[src/rtl/sprite_pkg.sv]
// Shared types and constants for the sprite animator.
package sprite_pkg;

  // Colour value that marks a transparent pixel in the sprite ROM
  localparam logic [15:0] KEY_COLOR = 16'hffff;

  typedef enum logic [1:0] {
    HOLD     = 2'd0,
    LOOP     = 2'd1,
    PINGPONG = 2'd2,
    ONESHOT  = 2'd3
  } anim_mode_t;

  typedef enum logic [1:0] {
    SEQ_HOLD     = 2'd0,
    SEQ_RUN_UP   = 2'd1,
    SEQ_RUN_DOWN = 2'd2,
    SEQ_DONE     = 2'd3
  } seq_state_t;

  // Index width that stays at least one bit for single-entry ranges
  function automatic int safe_clog2(input int n);
    return (n > 1) ? $clog2(n) : 1;
  endfunction

endpackage

[src/rtl/sprite_frame_seq.sv]
// Animation frame sequencer: tick prescaler, direction and cur_frame FSM.
// The FSM state is exported so the current phase (hold/up/down/done) is visible.
module sprite_frame_seq
  import sprite_pkg::*;
#(
  parameter int FRAMES = 4,
  parameter int PERIOD = 8
) (
  input  logic                          clk,
  input  logic                          rst_n,
  input  logic                          frame_tick,
  input  logic [1:0]                    anim_mode,
  input  logic [safe_clog2(FRAMES)-1:0] anim_sel,
  input  logic                          anim_restart,
  output logic [safe_clog2(FRAMES)-1:0] cur_frame,
  output seq_state_t                    state
);

  localparam int FW = safe_clog2(FRAMES);
  localparam int TW = safe_clog2(PERIOD);
  localparam logic [FW-1:0] LAST = FW'(FRAMES - 1);

  anim_mode_t     mode;
  anim_mode_t     mode_q;
  seq_state_t     state_q, state_d;
  logic [FW-1:0]  frame_q, frame_d;
  logic [TW-1:0]  tick_q, tick_d;
  logic           dir_down_q, dir_down_d;
  logic           done_d;
  logic           step;
  logic [FW-1:0]  sel_clamped;

  assign mode        = anim_mode_t'(anim_mode);
  assign sel_clamped = (32'(anim_sel) > 32'(FRAMES - 1)) ? LAST : anim_sel;

  // State register: sequencer phase, frame, prescaler, direction, last mode
  always_ff @(posedge clk or negedge rst_n) begin
    if (!rst_n) begin
      state_q    <= SEQ_HOLD;
      frame_q    <= '0;
      tick_q     <= '0;
      dir_down_q <= 1'b0;
      mode_q     <= HOLD;
    end else begin
      state_q    <= state_d;
      frame_q    <= frame_d;
      tick_q     <= tick_d;
      dir_down_q <= dir_down_d;
      mode_q     <= mode;
    end
  end

  // Next state: restart beats everything, a mode change clears the prescaler
  always_comb begin
    frame_d    = frame_q;
    tick_d     = tick_q;
    dir_down_d = dir_down_q;
    done_d     = (state_q == SEQ_DONE);
    step       = 1'b0;
    state_d    = state_q;
    if (anim_restart) begin
      frame_d    = '0;
      tick_d     = '0;
      dir_down_d = 1'b0;
      done_d     = 1'b0;
    end else if (state_q == SEQ_DONE) begin
      // finished one-shot stays frozen until restarted
    end else if (mode != mode_q) begin
      tick_d = '0;
      if (mode == HOLD) frame_d = sel_clamped;
    end else if (mode == HOLD) begin
      frame_d = sel_clamped;
    end else if (frame_tick) begin
      if (tick_q == TW'(PERIOD - 1)) begin
        tick_d = '0;
        step   = 1'b1;
      end else begin
        tick_d = tick_q + TW'(1);
      end
    end
    if (step) begin
      case (mode)
        LOOP: frame_d = (frame_q == LAST) ? '0 : frame_q + FW'(1);
        PINGPONG: begin
          if (FRAMES > 1) begin
            if (dir_down_q) begin
              if (frame_q == '0) begin
                frame_d    = FW'(1);
                dir_down_d = 1'b0;
              end else begin
                frame_d = frame_q - FW'(1);
              end
            end else begin
              if (frame_q == LAST) begin
                frame_d    = LAST - FW'(1);
                dir_down_d = 1'b1;
              end else begin
                frame_d = frame_q + FW'(1);
              end
            end
          end
        end
        ONESHOT: begin
          if (frame_q != LAST) frame_d = frame_q + FW'(1);
          done_d = (frame_d == LAST);
        end
        default: ;
      endcase
    end
    if (done_d)              state_d = SEQ_DONE;
    else if (mode == HOLD)   state_d = SEQ_HOLD;
    else if (dir_down_d)     state_d = SEQ_RUN_DOWN;
    else                     state_d = SEQ_RUN_UP;
  end

  // Outputs: registered frame and the visible FSM phase
  always_comb begin
    cur_frame = frame_q;
    state     = state_q;
  end

endmodule

[src/rtl/sprite_animator.sv]
// Sprite pixel generator: hit test, ROM addressing and a 2-cycle colour pipeline.
// Optional horizontal flip is built when SPRITE_MIRROR_EN is defined.
module sprite_animator
  import sprite_pkg::*;
#(
  parameter int WIDTH  = 177,
  parameter int HEIGHT = 117,
  parameter int FRAMES = 4,
  parameter int PERIOD = 8,
  parameter int ADDR_W = $clog2(FRAMES * WIDTH * HEIGHT)
) (
  input  logic                          clk,
  input  logic                          rst_n,
  input  logic [9:0]                    x,
  input  logic [8:0]                    y,
  input  logic [9:0]                    posx,
  input  logic [8:0]                    posy,
  input  logic                          isplay,
  input  logic                          frame_tick,
  input  logic [1:0]                    anim_mode,
  input  logic [safe_clog2(FRAMES)-1:0] anim_sel,
  input  logic                          anim_restart,
`ifdef SPRITE_MIRROR_EN
  input  logic                          mirror,
`endif
  output logic [ADDR_W-1:0]             rom_addr,
  input  logic [15:0]                   rom_data,
  output logic [15:0]                   color,
  output logic                          is_display,
  output logic [safe_clog2(FRAMES)-1:0] cur_frame,
  output logic                          anim_done
);

  logic [10:0]       x_end;
  logic [9:0]        y_end;
  logic              hit;
  logic [9:0]        col_raw, col;
  logic [8:0]        row;
  logic [ADDR_W-1:0] addr;
  logic              hit_q, hit_d;
  logic              opaque;
  seq_state_t        seq_state;

  sprite_frame_seq #(
    .FRAMES (FRAMES),
    .PERIOD (PERIOD)
  ) u_seq (
    .clk          (clk),
    .rst_n        (rst_n),
    .frame_tick   (frame_tick),
    .anim_mode    (anim_mode),
    .anim_sel     (anim_sel),
    .anim_restart (anim_restart),
    .cur_frame    (cur_frame),
    .state        (seq_state)
  );

  assign anim_done = (seq_state == SEQ_DONE);

  // Hit test with one extra bit so the right/bottom edge cannot wrap
  always_comb begin
    x_end   = {1'b0, posx} + 11'(WIDTH);
    y_end   = {1'b0, posy} + 10'(HEIGHT);
    hit     = isplay && (x >= posx) && ({1'b0, x} < x_end)
                     && (y >= posy) && ({1'b0, y} < y_end);
    col_raw = x - posx;
    row     = y - posy;
`ifdef SPRITE_MIRROR_EN
    col     = mirror ? (10'(WIDTH - 1) - col_raw) : col_raw;
`else
    col     = col_raw;
`endif
    addr    = ADDR_W'(32'(cur_frame) * 32'(WIDTH * HEIGHT)
                    + 32'(row) * 32'(WIDTH) + 32'(col));
  end

  // Stage 0/1: ROM address and hit, then hit delayed to line up with rom_data
  always_ff @(posedge clk or negedge rst_n) begin
    if (!rst_n) begin
      rom_addr <= '0;
      hit_q    <= 1'b0;
      hit_d    <= 1'b0;
    end else begin
      rom_addr <= hit ? addr : '0;
      hit_q    <= hit;
      hit_d    <= hit_q;
    end
  end

  assign opaque = hit_d && (rom_data != KEY_COLOR);

  // Stage 2: registered colour, key colour whenever the pixel is not shown
  always_ff @(posedge clk or negedge rst_n) begin
    if (!rst_n) begin
      color      <= KEY_COLOR;
      is_display <= 1'b0;
    end else begin
      color      <= opaque ? rom_data : KEY_COLOR;
      is_display <= opaque;
    end
  end

endmodule

[config.mk]
export PLATFORM = sky130hd
export DESIGN_NAME = sprite_animator
export DESIGN_NICKNAME = d
export VERILOG_FILES = /design/src/rtl/sprite_pkg.sv /design/src/rtl/sprite_frame_seq.sv /design/src/rtl/sprite_animator.sv
export SDC_FILE = /design/constraint.sdc
export NUM_CORES = 1
export LEC_CHECK = 0
export ABC_CLOCK_PERIOD_IN_PS = 7000
export CAP_MARGIN = 20
export CORE_ASPECT_RATIO = 0.5
export CORE_MARGIN = 8
export CORE_UTILIZATION = 39
export CTS_CLUSTER_DIAMETER = 200
export DETAILED_ROUTE_END_ITERATION = 8
export SETUP_SLACK_MARGIN = 0.3
export SLEW_MARGIN = 25
export SYNTH_ARGS = -nofsm -noshare
export SYNTH_HDL_FRONTEND = slang
export SYNTH_HIERARCHICAL = 1
export SYNTH_SLANG_ARGS = --single-unit
[constraint.sdc]
create_clock -name clk -period 7 [get_ports clk]
set_input_delay 0.7 -clock clk [delete_from_list [all_inputs] [get_ports clk]]
set_output_delay 0.7 -clock clk [all_outputs]
set_load 0.02 [all_outputs]
==> impl_metrics.env <==
export IMPL_drc=0
export IMPL_worst_slew_pin_transition_ns=0.609
export IMPL_synth_warnings=6
export IMPL_critPathSlowestCell="fa_1"
export IMPL_powerDensity_mw_per_mm2=355
export IMPL_rsz0062_at_grt="no"
export IMPL_r2r_setup_slack_ns=2.43
export IMPL_peakVddDrop_mv=0.244
export IMPL_antenna_found_initial=0
export IMPL_synth_top_area_share_pct=24.8
export IMPL_final_core_util_pct=50.7
export IMPL_ant_nets=0
export IMPL_drv_cap=0
export IMPL_pre_cts_ws_ns=0.277
export IMPL_grt_pass1_vias=4479
export IMPL_drt_vias_per_instance=4.93
export IMPL_synthArstFlopShare_pct=100
export IMPL_n_antenna_cell=0
export IMPL_switching_power_mw=1.20
export IMPL_fin_crit_ns=6.37
export IMPL_cp_start_kind="input port"
export IMPL_dr_pass1_iters=4
export IMPL_wl_per_cell_um=14.1
export IMPL_grt_max_degree=47
export IMPL_setup_violations_final=0
export IMPL_hold_path_depth=0
export IMPL_synth_edff_count=0
export IMPL_num_io_pins=100
export IMPL_multiInputGateArea_mm2=0.00395
export IMPL_outcome="complete, no violations"
export IMPL_grt_pass1_wl_um=21100
export IMPL_p_seq_share_pct=11.5
export IMPL_synthesis_nets=798
export IMPL_instances_no_fill=895
export IMPL_netlist_instances=597
export IMPL_synth_area_leader_cell="ha_1"
export IMPL_clkPwrFrac_pct=10.9
export IMPL_numPortBuffers=99
export IMPL_place_hpwl_um=10900
export IMPL_whs_ns=0.350
export IMPL_path_cells="clkdlybuf4s50_1 > ha_1 > inv_1 > fa_1 > a21o_1 > a21o_1 > a2111o_1 > o311ai_2 > ha_2 > ha_1 > fa_1 > fa_1 > inv_1 > fa_1 > inv_1 > ha_1 > o21a_1 > o221ai_1 > a21oi_1 > nand2b_1 > a221oi_1"
export IMPL_num_rows=30
export IMPL_pwr_share_comb_pct=77.6
export IMPL_p_leak_nw=3.38
export IMPL_critical_path_class="in -> reg"
export IMPL_end_kind="register"
export IMPL_clkLatencyLatePin_ns=0.28
export IMPL_fillers=1315
export IMPL_cts_root_buf="clkbuf_16"
export IMPL_syn2layout_area_growth_pct=25.2
export IMPL_drv_slew=0
export IMPL_total_power_mw=2.47
export IMPL_final_cell_area_mm2=0.00696
export IMPL_cp_top_family="adder cells"
export IMPL_gp_congestion=0.840
export IMPL_num_vias=4410
export IMPL_synth_common_cells="ha_1 (110), inv_1 (110), nor2_1 (31)"
export IMPL_worstHoldPathType="reg -> reg"
export IMPL_drt_iter0_drc=224
export IMPL_grt_ovfl_total=0
export IMPL_ys_ff_latch=46
export IMPL_syn_avg_cell_area_um2=9.31
export IMPL_critPathArrivalTime_ns=6.55
export IMPL_drive_gt1_share_pct=7.54
export IMPL_post_route_period_util_pct=91.0
export IMPL_core_area_mm2=0.0137
export IMPL_crit_required_ns=7.18
export IMPL_routed_wl_um=12600
export IMPL_crit_top_cell="fa_1"
export IMPL_cts_buffers=5
export IMPL_place_area_mm2=0.00678
export IMPL_r2r_end="rom_addr[14]$_DFF_PN0_"
export IMPL_post_cts_buffers=0
export IMPL_ys_flop_type="dfrtp_1"
export IMPL_h_tree_depth=2
export IMPL_nNetsFinal=903
export IMPL_critPathMaxFanout=5
export IMPL_clk_pin_slew_ns=0.07
export IMPL_yosys_top_cells_area="ha_1 (25%), dfrtp_1 (14%), fa_1 (10%), dfstp_2 (7.6%), inv_1 (7.4%)"
export IMPL_slowest_delay_ns=0.54
export IMPL_grt_use_total_pct=13.7
export IMPL_swShare_pct=48.4
export IMPL_intPower_mw=1.27
export IMPL_relSlewSlack_pct=58.9
export IMPL_start_util_pct=40.5
export IMPL_crit_buf_inv=4
export IMPL_fp_dieH_um=100
export IMPL_rr_worst_depth=13
export IMPL_synth_area_mm2=0.00556
export IMPL_cts_tree="built"
export IMPL_placedCellCount=887
export IMPL_hold_buffers=0
export IMPL_fmax_mhz=157
export IMPL_yosysSeqAreaShare_pct=21.1
export IMPL_ys_types=70
export IMPL_hold_violations=0
export IMPL_fin_skew_ns=0.00347
export IMPL_min_to="hit_d$_DFF_PN0_"
export IMPL_hp_start="hit_q$_DFF_PN0_"
export IMPL_setup_ws_ns=0.631
export IMPL_fp_dieW_um=185
export IMPL_final_setup_tns_ns=0
export IMPL_crit_reg2reg_launch="u_seq/cur_frame[1]$_DFF_PN0_"
export IMPL_seqCellArea_mm2=0.00117
export IMPL_max_clock_path_buffers=2
export IMPL_dieArea_mm2=0.0186
export IMPL_clkSinkCount=46
-- worst max-delay path by stage --
stage            start                      to  slack, ns  cells after the start
3_3_place_gp   posy[0]  rom_addr[15]$_DFF_PN0_       0.46                     22
2_1_floorplan     y[0]  rom_addr[15]$_DFF_PN0_       1.19                     22
5_1_grt        posy[0]  rom_addr[15]$_DFF_PN0_       0.34                     22
3_5_place_dp   posy[0]  rom_addr[15]$_DFF_PN0_       0.28                     22
6_report       posy[0]  rom_addr[14]$_DFF_PN0_       0.63                     21
4_1_cts        posy[0]  rom_addr[15]$_DFF_PN0_       0.57                     22
-- registers in the layout (all words and copies together), names as in the netlist --
name              flops
color                16
hit_d                 1
hit_q                 1
is_display            1
rom_addr             17
u_seq/cur_frame       2
u_seq/dir_down_q      1
u_seq/mode_q          2
u_seq/state           2
u_seq/tick_q          3
-- what timing repair did --
action / in CTS / in global routing
resized for setup: 0 / 4
endpoints found under the hold margin: 0 / 0
endpoints found under the setup margin: 0 / 1
-- cell type report --
cell class	count	share of cell area (%)
timing repair buffer	103	14.6
inverter	110	5.93
sequential	46	16.8
tap	192	3.45
multi-input combinational	436	56.7
clock inverter	3	0.629
clock buffer	5	1.80
-- cells in the final DEF (no fill, tap or decap), drive strengths merged, types with 16 or more instances in the layout --
| cell type | count |
|---|---|
| a21oi | 22 |
| clkdlybuf4s50 | 98 |
| dfrtp | 30 |
| dfstp | 16 |
| fa | 28 |
| ha | 110 |
| inv | 111 |
| nand2 | 18 |
| nor2 | 31 |
| o21ai | 23 |
| xnor2 | 26 |
-- logic make-up after synthesis --
family / share of synthesized area (%)
buffers and inverters: 8.12
AND/OR/NAND/NOR: 13.3
AO/OA/AOI/OAI: 15.5
multiplexers: 0.900
XOR/XNOR: 6.30
flip-flops: 21.1
adder cells (fa/ha/maj): 34.8
-- metal layers --
layer	GRT usage [%]	share of wire, %	vias to the layer above	routed length, um
met3	2.09	5.1	9	646
met2	22.0	41	100	5210
li1	-	-	2266	-
met5	0	0	-	0
met1	19.3	53	2035	6680
met4	2.20	0.60	0	76
-- power groups by stage --
stage                     combinational (mW)  sequential [mW]  clock (mW)
after floorplan                         1.44            0.303           0
after global routing                    2.19            0.286       0.289
after global placement                  1.84            0.289           0
after detailed placement                1.86            0.290           0
final                                   1.92            0.285       0.269
after CTS                               1.89            0.285       0.278
-- worst reg2reg max path, stage by stage, from the launching register on --
cell	delay (ns)
dfrtp_1	0.70
ha_1	0.34
ha_1	0.30
fa_1	0.46
fa_1	0.54
inv_1	0.05
fa_1	0.52
inv_1	0.04
ha_1	0.25
or3_1	0.38
o221ai_1	0.30
a21oi_1	0.17
nand2b_1	0.17
a221oi_1	0.23
No activity file was read; power rests on OpenSTA's default activity.
